--- config.mk ---
export PLATFORM = sky130hd
export DESIGN_NAME = stopwatch_core
export DESIGN_NICKNAME = d
export VERILOG_FILES = /design/src/rtl/stopwatch_pkg.sv /design/src/rtl/bcd_digit_counter.sv /design/src/rtl/stopwatch_core.sv
export SDC_FILE = /design/constraint.sdc
export NUM_CORES = 1
export LEC_CHECK = 0
export CORE_MARGIN = 2
export CORE_UTILIZATION = 57
export DETAILED_ROUTE_END_ITERATION = 12
export PLACE_DENSITY = 0.85
export SYNTH_ARGS = -nofsm -noshare
export SYNTH_HDL_FRONTEND = slang
export SYNTH_HIERARCHICAL = 1
export SYNTH_SLANG_ARGS = --single-unit
export TNS_END_PERCENT = 30
--- constraint.sdc ---
create_clock -name clock -period 1.3 [get_ports clock]
set_input_delay 0.195 -clock clock [delete_from_list [all_inputs] [get_ports clock]]
set_output_delay 0.195 -clock clock [all_outputs]
set_load 0.005 [all_outputs]
--- src/rtl/stopwatch_pkg.sv ---
// Shared types and constants for the stopwatch core: FSM states, digit width,
// per-digit moduli and the packed six-digit display type.
package stopwatch_pkg;

    localparam int unsigned DIGIT_W    = 4;
    localparam int unsigned NUM_DIGITS = 6;

    localparam int unsigned CS_O_MOD  = 10;
    localparam int unsigned CS_T_MOD  = 10;
    localparam int unsigned SEC_O_MOD = 10;
    localparam int unsigned SEC_T_MOD = 6;
    localparam int unsigned MIN_O_MOD = 10;

    typedef logic [NUM_DIGITS*DIGIT_W-1:0] display_t;

    typedef enum logic [1:0] {
        StIdle   = 2'd0,
        StRun    = 2'd1,
        StPaused = 2'd2,
        StLap    = 2'd3
    } sw_state_e;

    // Highest legal value of a digit with the given modulus.
    function automatic logic [DIGIT_W-1:0] digit_last(input int unsigned modulus);
        return DIGIT_W'(modulus - 1);
    endfunction

endpackage

--- src/rtl/bcd_digit_counter.sv ---
// Single BCD digit with synchronous clear, increment enable and a
// combinational carry that fires on the increment that wraps the digit.
module bcd_digit_counter
    import stopwatch_pkg::*;
#(
    parameter int unsigned MOD = 10
) (
    input  logic               clock,
    input  logic               reset,
    input  logic               clr,
    input  logic               inc,
    output logic [DIGIT_W-1:0] digit,
    output logic               carry
);

    localparam logic [DIGIT_W-1:0] LastVal = digit_last(MOD);

    logic [DIGIT_W-1:0] digit_q, digit_d;

    always_comb begin
        digit_d = digit_q;
        if (clr) begin
            digit_d = '0;
        end else if (inc) begin
            // >= rather than == so a corrupted digit still falls back into range.
            digit_d = (digit_q >= LastVal) ? '0 : digit_q + DIGIT_W'(1);
        end
    end

    always_ff @(posedge clock or negedge reset) begin
        if (!reset) begin
            digit_q <= '0;
        end else begin
            digit_q <= digit_d;
        end
    end

    assign digit = digit_q;
    assign carry = inc & (digit_q == LastVal);

endmodule

--- src/rtl/stopwatch_core.sv ---
// MM:SS.cc stopwatch with run/pause/clear control and saturate-or-wrap at full count.
// Define STOPWATCH_LAP_HOLD_EN to build in the lap display freeze.
module stopwatch_core
    import stopwatch_pkg::*;
#(
    parameter int unsigned MAX_MIN_TENS = 5,
    parameter int unsigned SAT_ON_MAX   = 1
) (
    input  logic        clock,
    input  logic        reset,
    input  logic        tick_en,
    input  logic        start_stop,
    input  logic        clear,
    input  logic        lap,
    output logic [23:0] display_bcd,
    output logic        running,
    output logic        overflow
);

    // Asynchronous assert, synchronous release.
    logic rst_meta_q, rst_sync_q;

    always_ff @(posedge clock or negedge reset) begin
        if (!reset) begin
            rst_meta_q <= 1'b0;
            rst_sync_q <= 1'b0;
        end else begin
            rst_meta_q <= 1'b1;
            rst_sync_q <= rst_meta_q;
        end
    end

    sw_state_e state_q, state_d;
    logic      running_q, overflow_q, overflow_d;
    logic      counting, tick_hit, sat_hit, count_en, at_max, lap_req;

    logic [DIGIT_W-1:0] cs_o, cs_t, sec_o, sec_t, min_o, min_t;
    logic               cy_cs_o, cy_cs_t, cy_sec_o, cy_sec_t, cy_min_o, unused_carry;
    display_t           live;

    bcd_digit_counter #(.MOD(CS_O_MOD)) u_cs_o (
        .clock(clock), .reset(rst_sync_q), .clr(clear), .inc(count_en),
        .digit(cs_o), .carry(cy_cs_o)
    );
    bcd_digit_counter #(.MOD(CS_T_MOD)) u_cs_t (
        .clock(clock), .reset(rst_sync_q), .clr(clear), .inc(cy_cs_o),
        .digit(cs_t), .carry(cy_cs_t)
    );
    bcd_digit_counter #(.MOD(SEC_O_MOD)) u_sec_o (
        .clock(clock), .reset(rst_sync_q), .clr(clear), .inc(cy_cs_t),
        .digit(sec_o), .carry(cy_sec_o)
    );
    bcd_digit_counter #(.MOD(SEC_T_MOD)) u_sec_t (
        .clock(clock), .reset(rst_sync_q), .clr(clear), .inc(cy_sec_o),
        .digit(sec_t), .carry(cy_sec_t)
    );
    bcd_digit_counter #(.MOD(MIN_O_MOD)) u_min_o (
        .clock(clock), .reset(rst_sync_q), .clr(clear), .inc(cy_sec_t),
        .digit(min_o), .carry(cy_min_o)
    );
    // The top carry is not needed: a full wrap already lands every digit on zero.
    bcd_digit_counter #(.MOD(MAX_MIN_TENS + 1)) u_min_t (
        .clock(clock), .reset(rst_sync_q), .clr(clear), .inc(cy_min_o),
        .digit(min_t), .carry(unused_carry)
    );

    assign live   = {min_t, min_o, sec_t, sec_o, cs_t, cs_o};
    assign at_max = (cs_o  == digit_last(CS_O_MOD))  && (cs_t  == digit_last(CS_T_MOD))  &&
                    (sec_o == digit_last(SEC_O_MOD)) && (sec_t == digit_last(SEC_T_MOD)) &&
                    (min_o == digit_last(MIN_O_MOD)) && (min_t == digit_last(MAX_MIN_TENS + 1));

`ifdef STOPWATCH_LAP_HOLD_EN
    display_t hold_q;

    assign lap_req = lap;

    always_ff @(posedge clock or negedge rst_sync_q) begin
        if (!rst_sync_q) begin
            hold_q <= '0;
        end else if (state_q != StLap && state_d == StLap) begin
            hold_q <= live;
        end
    end

    assign display_bcd = (state_q == StLap) ? hold_q : live;
`else
    logic unused_lap;

    assign unused_lap  = lap;
    assign lap_req     = 1'b0;
    assign display_bcd = live;
`endif

    always_comb begin
        state_d    = state_q;
        counting   = (state_q == StRun) || (state_q == StLap);
        tick_hit   = tick_en && counting && !clear;
        sat_hit    = tick_hit && at_max && (SAT_ON_MAX != 0);
        count_en   = tick_hit && !sat_hit;
        overflow_d = overflow_q || (tick_hit && at_max);

        if (clear) begin
            state_d    = StIdle;
            overflow_d = 1'b0;
        end else if (start_stop) begin
            unique case (state_q)
                StIdle:   state_d = StRun;
                StRun:    state_d = StPaused;
                StPaused: state_d = StRun;
                StLap:    state_d = StPaused;
                default:  state_d = StIdle;
            endcase
        end else if (lap_req && state_q == StRun) begin
            state_d = StLap;
        end else if (lap_req && state_q == StLap) begin
            state_d = StRun;
        end else if (sat_hit) begin
            // Explicit control pulses outrank the automatic stop at full count.
            state_d = StPaused;
        end
    end

    always_ff @(posedge clock or negedge rst_sync_q) begin
        if (!rst_sync_q) begin
            state_q    <= StIdle;
            running_q  <= 1'b0;
            overflow_q <= 1'b0;
        end else begin
            state_q    <= state_d;
            running_q  <= (state_d == StRun) || (state_d == StLap);
            overflow_q <= overflow_d;
        end
    end

    assign running  = running_q;
    assign overflow = overflow_q;

endmodule

==> impl_metrics.tcl <==
set metrics [dict create \
    drt-initial-drc-count 251 \
    grt_max_degree 37 \
    status "complete, but fails checks" \
    r2r_end "u_min_t/digit[2]$_DFFE_PN0P_" \
    die_area_sq_um 3750 \
    grt.overflow.total 0 \
    fin_area_sq_um 2800 \
    grt_pass1_wl_microns 9670 \
    clkPwrFrac_pct 26.4 \
    boundaryPins 32 \
    vias 1998 \
    layout_setup_ws_ns -1.76 \
    maxCapViolations 0 \
    clock-sinks 28 \
    cts_inserted_buffers 3 \
    multi_input_area_sq_um 1140 \
    area_growth_pct 49.9 \
    arrival_ns 3.34 \
    critPathCapture "u_min_t/digit[2]$_DFFE_PN0P_" \
    finalMaxSlewViolations 0 \
    ir_worst_vdd_mv 0.879 \
    drt-pass1-iter-count 5 \
    hold_viol_final 0 \
    dp_slack_ns -1.56 \
    reg2reg_depth 13 \
    power.internal_mw 1.07 \
    drt_wl_total_microns 6570 \
    crit_start "u_cs_o/digit[0]$_DFFE_PN0P_" \
    critPathLaunchType "flip-flop" \
    place_congestion 0.914 \
    r2r_slack_ns -1.76 \
    dpl.hpwl_microns 3490 \
    syn_avg_cell_area_sq_um 10.3 \
    yosys_warnings 6 \
    clkTransAtPathRegs_ns 0.16 \
    switchingPower_mw 0.406 \
    cp_max_fo 4 \
    vias_per_cell 6.28 \
    fmax_ghz 0.326 \
    p_leak_nw 1.47 \
    syn_nets 206 \
    syn_inst 182 \
    cts_buffer_depth 2 \
    clkLatencyLatePin_ns 0.35 \
    wl_per_cell_microns 20.7 \
    die_x_microns 61.2 \
    port_buffers 30 \
    drc 0 \
    die_h_microns 61.2 \
    register_area_sq_um 706 \
    worstReg2RegStart "u_cs_o/digit[0]$_DFFE_PN0P_" \
    power_density_nw_per_um2 528 \
    grt_pass1_vias 2037 \
    holdWs_ns 0.276 \
    cts_root_buf "clkbuf_4" \
    required_ns 1.57 \
    placementRows 20 \
    cts_tree "built" \
    htreeDepth 1 \
    core_area_sq_um 3080 \
    gr-usage-all-layers_pct 35.9 \
    violations "setup timing" \
    setup_violations 32 \
    fill_cells 129 \
    min_period_ns 3.06 \
    sequentialPowerShare_pct 60.6 \
    syn_area_sq_um 1870 \
    placed_area_sq_um 2570 \
    antenna_found_initial 0 \
    fin_skew_ns 0.00685 \
    final_nets 300 \
    period_share_pct 236 \
    rsz0062_at_grt "true" \
    cp-end-kind "flip-flop" \
    p_sw_share_pct 27.4 \
    drtAntennaViolNets 0 \
    drive_above_1_share_pct 44.2 \
    num_antenna_cells 0 \
    crit_type "flip-flop to flip-flop" \
    total_power_mw 1.48 \
    start_util_pct 60.7 \
    comb_power_share_pct 13.0 \
    hold_path_class "flip-flop to async pin" \
]
[flip-flops by register name, summed over array words and instances (netlist names)]
name and count:
u_cs_o/digit 4, u_cs_t/digit 4, rst_meta_q 1, u_min_t/digit 4
rst_sync_q 1, running 1, overflow 1, u_sec_t/digit 4
u_sec_o/digit 4, u_min_o/digit 4
[per-stage QoR]
stage               cells  TNS (ns)  utilization [%]
floorplan             182    -25.14                -
global placement      303    -20.25             83.7
detailed placement    303    -21.80             83.7
CTS                   318    -26.72             90.7
global route          318    -29.27             91.0
finish                318    -27.12             91.0
[worst max-delay path, cell delays in order (launching register included)]
cell and delay (ns):
dfrtp_1 0.43, and4bb_2 0.26, nand4_1 0.15, nor2_2 0.07, nor3_2 0.15, and4b_2 0.26
and4b_2 0.24, and4b_2 0.24, and3b_1 0.18, and2_4 0.15, and4b_2 0.26, nor4bb_1 0.32
a21oi_1 0.11, a21oi_1 0.16
[cell usage in the layout (no fill, tap or decap), drive strengths merged, types with 3 or more instances in the layout]
cell / n
clkbuf: 19
dlymetal6s2s: 6
a41oi: 4
nor3: 9
and4b: 4
clkdlybuf4s50: 6
a31o: 4
inv: 20
a21o: 4
a311oi: 4
buf: 62
ha: 18
or3b: 4
a22o: 3
nor2: 11
a21oi: 10
o21ai: 4
and4bb: 5
nand2: 11
nand2b: 6
nand3b: 4
a41o: 4
nand4: 4
dfrtp: 28
[power by group through the flow]
stage	combinational [mW]	clock, mW	sequential (mW)
2_1_floorplan	0.0424	0	0.930
3_3_place_gp	0.153	0	0.907
3_5_place_dp	0.161	0	0.908
4_1_cts	0.179	0.375	0.892
5_1_grt	0.205	0.419	0.896
6_report	0.193	0.390	0.896
[worst min path at each step]
stage	slack, ns	end	cells past startpoint	start
floorplan	-0.10	rst_meta_q$_DFF_PN0_	0	reset
global placement	0.23	u_cs_t/digit[2]$_DFFE_PN0P_	1	rst_sync_q$_DFF_PN0_
detailed placement	0.24	u_cs_t/digit[2]$_DFFE_PN0P_	1	rst_sync_q$_DFF_PN0_
CTS	0.26	u_sec_o/digit[0]$_DFFE_PN0P_	1	rst_sync_q$_DFF_PN0_
global route	0.31	u_sec_o/digit[1]$_DFFE_PN0P_	1	rst_sync_q$_DFF_PN0_
finish	0.28	u_sec_o/digit[1]$_DFFE_PN0P_	1	rst_sync_q$_DFF_PN0_
[routing by layer]
metal,GRT usage [%],wire length (microns)
met1,41.2,2450
met2,59.1,3240
met3,7.98,522
met4,25.5,363
met5,0,0
[cell type report]
type	instances	share of cell area [%]
clock buffer	3	0.804
inverter	20	2.77
multi-input combinational	130	40.6
sequential	28	25.2
tap	44	1.97
timing repair buffer	93	28.6
[repair_timing]
item / 4_1_cts / 5_1_grt
endpoints found under the hold margin: 2 / 0
buffers inserted: 12 / 9
cloned: 0 / 0
resized for setup: 59 / 40
setup endpoints to repair: 51 / 51
pin swaps: 11 / 11
hold buffers: 1 / 0
(Power assumes the default switching activity.)
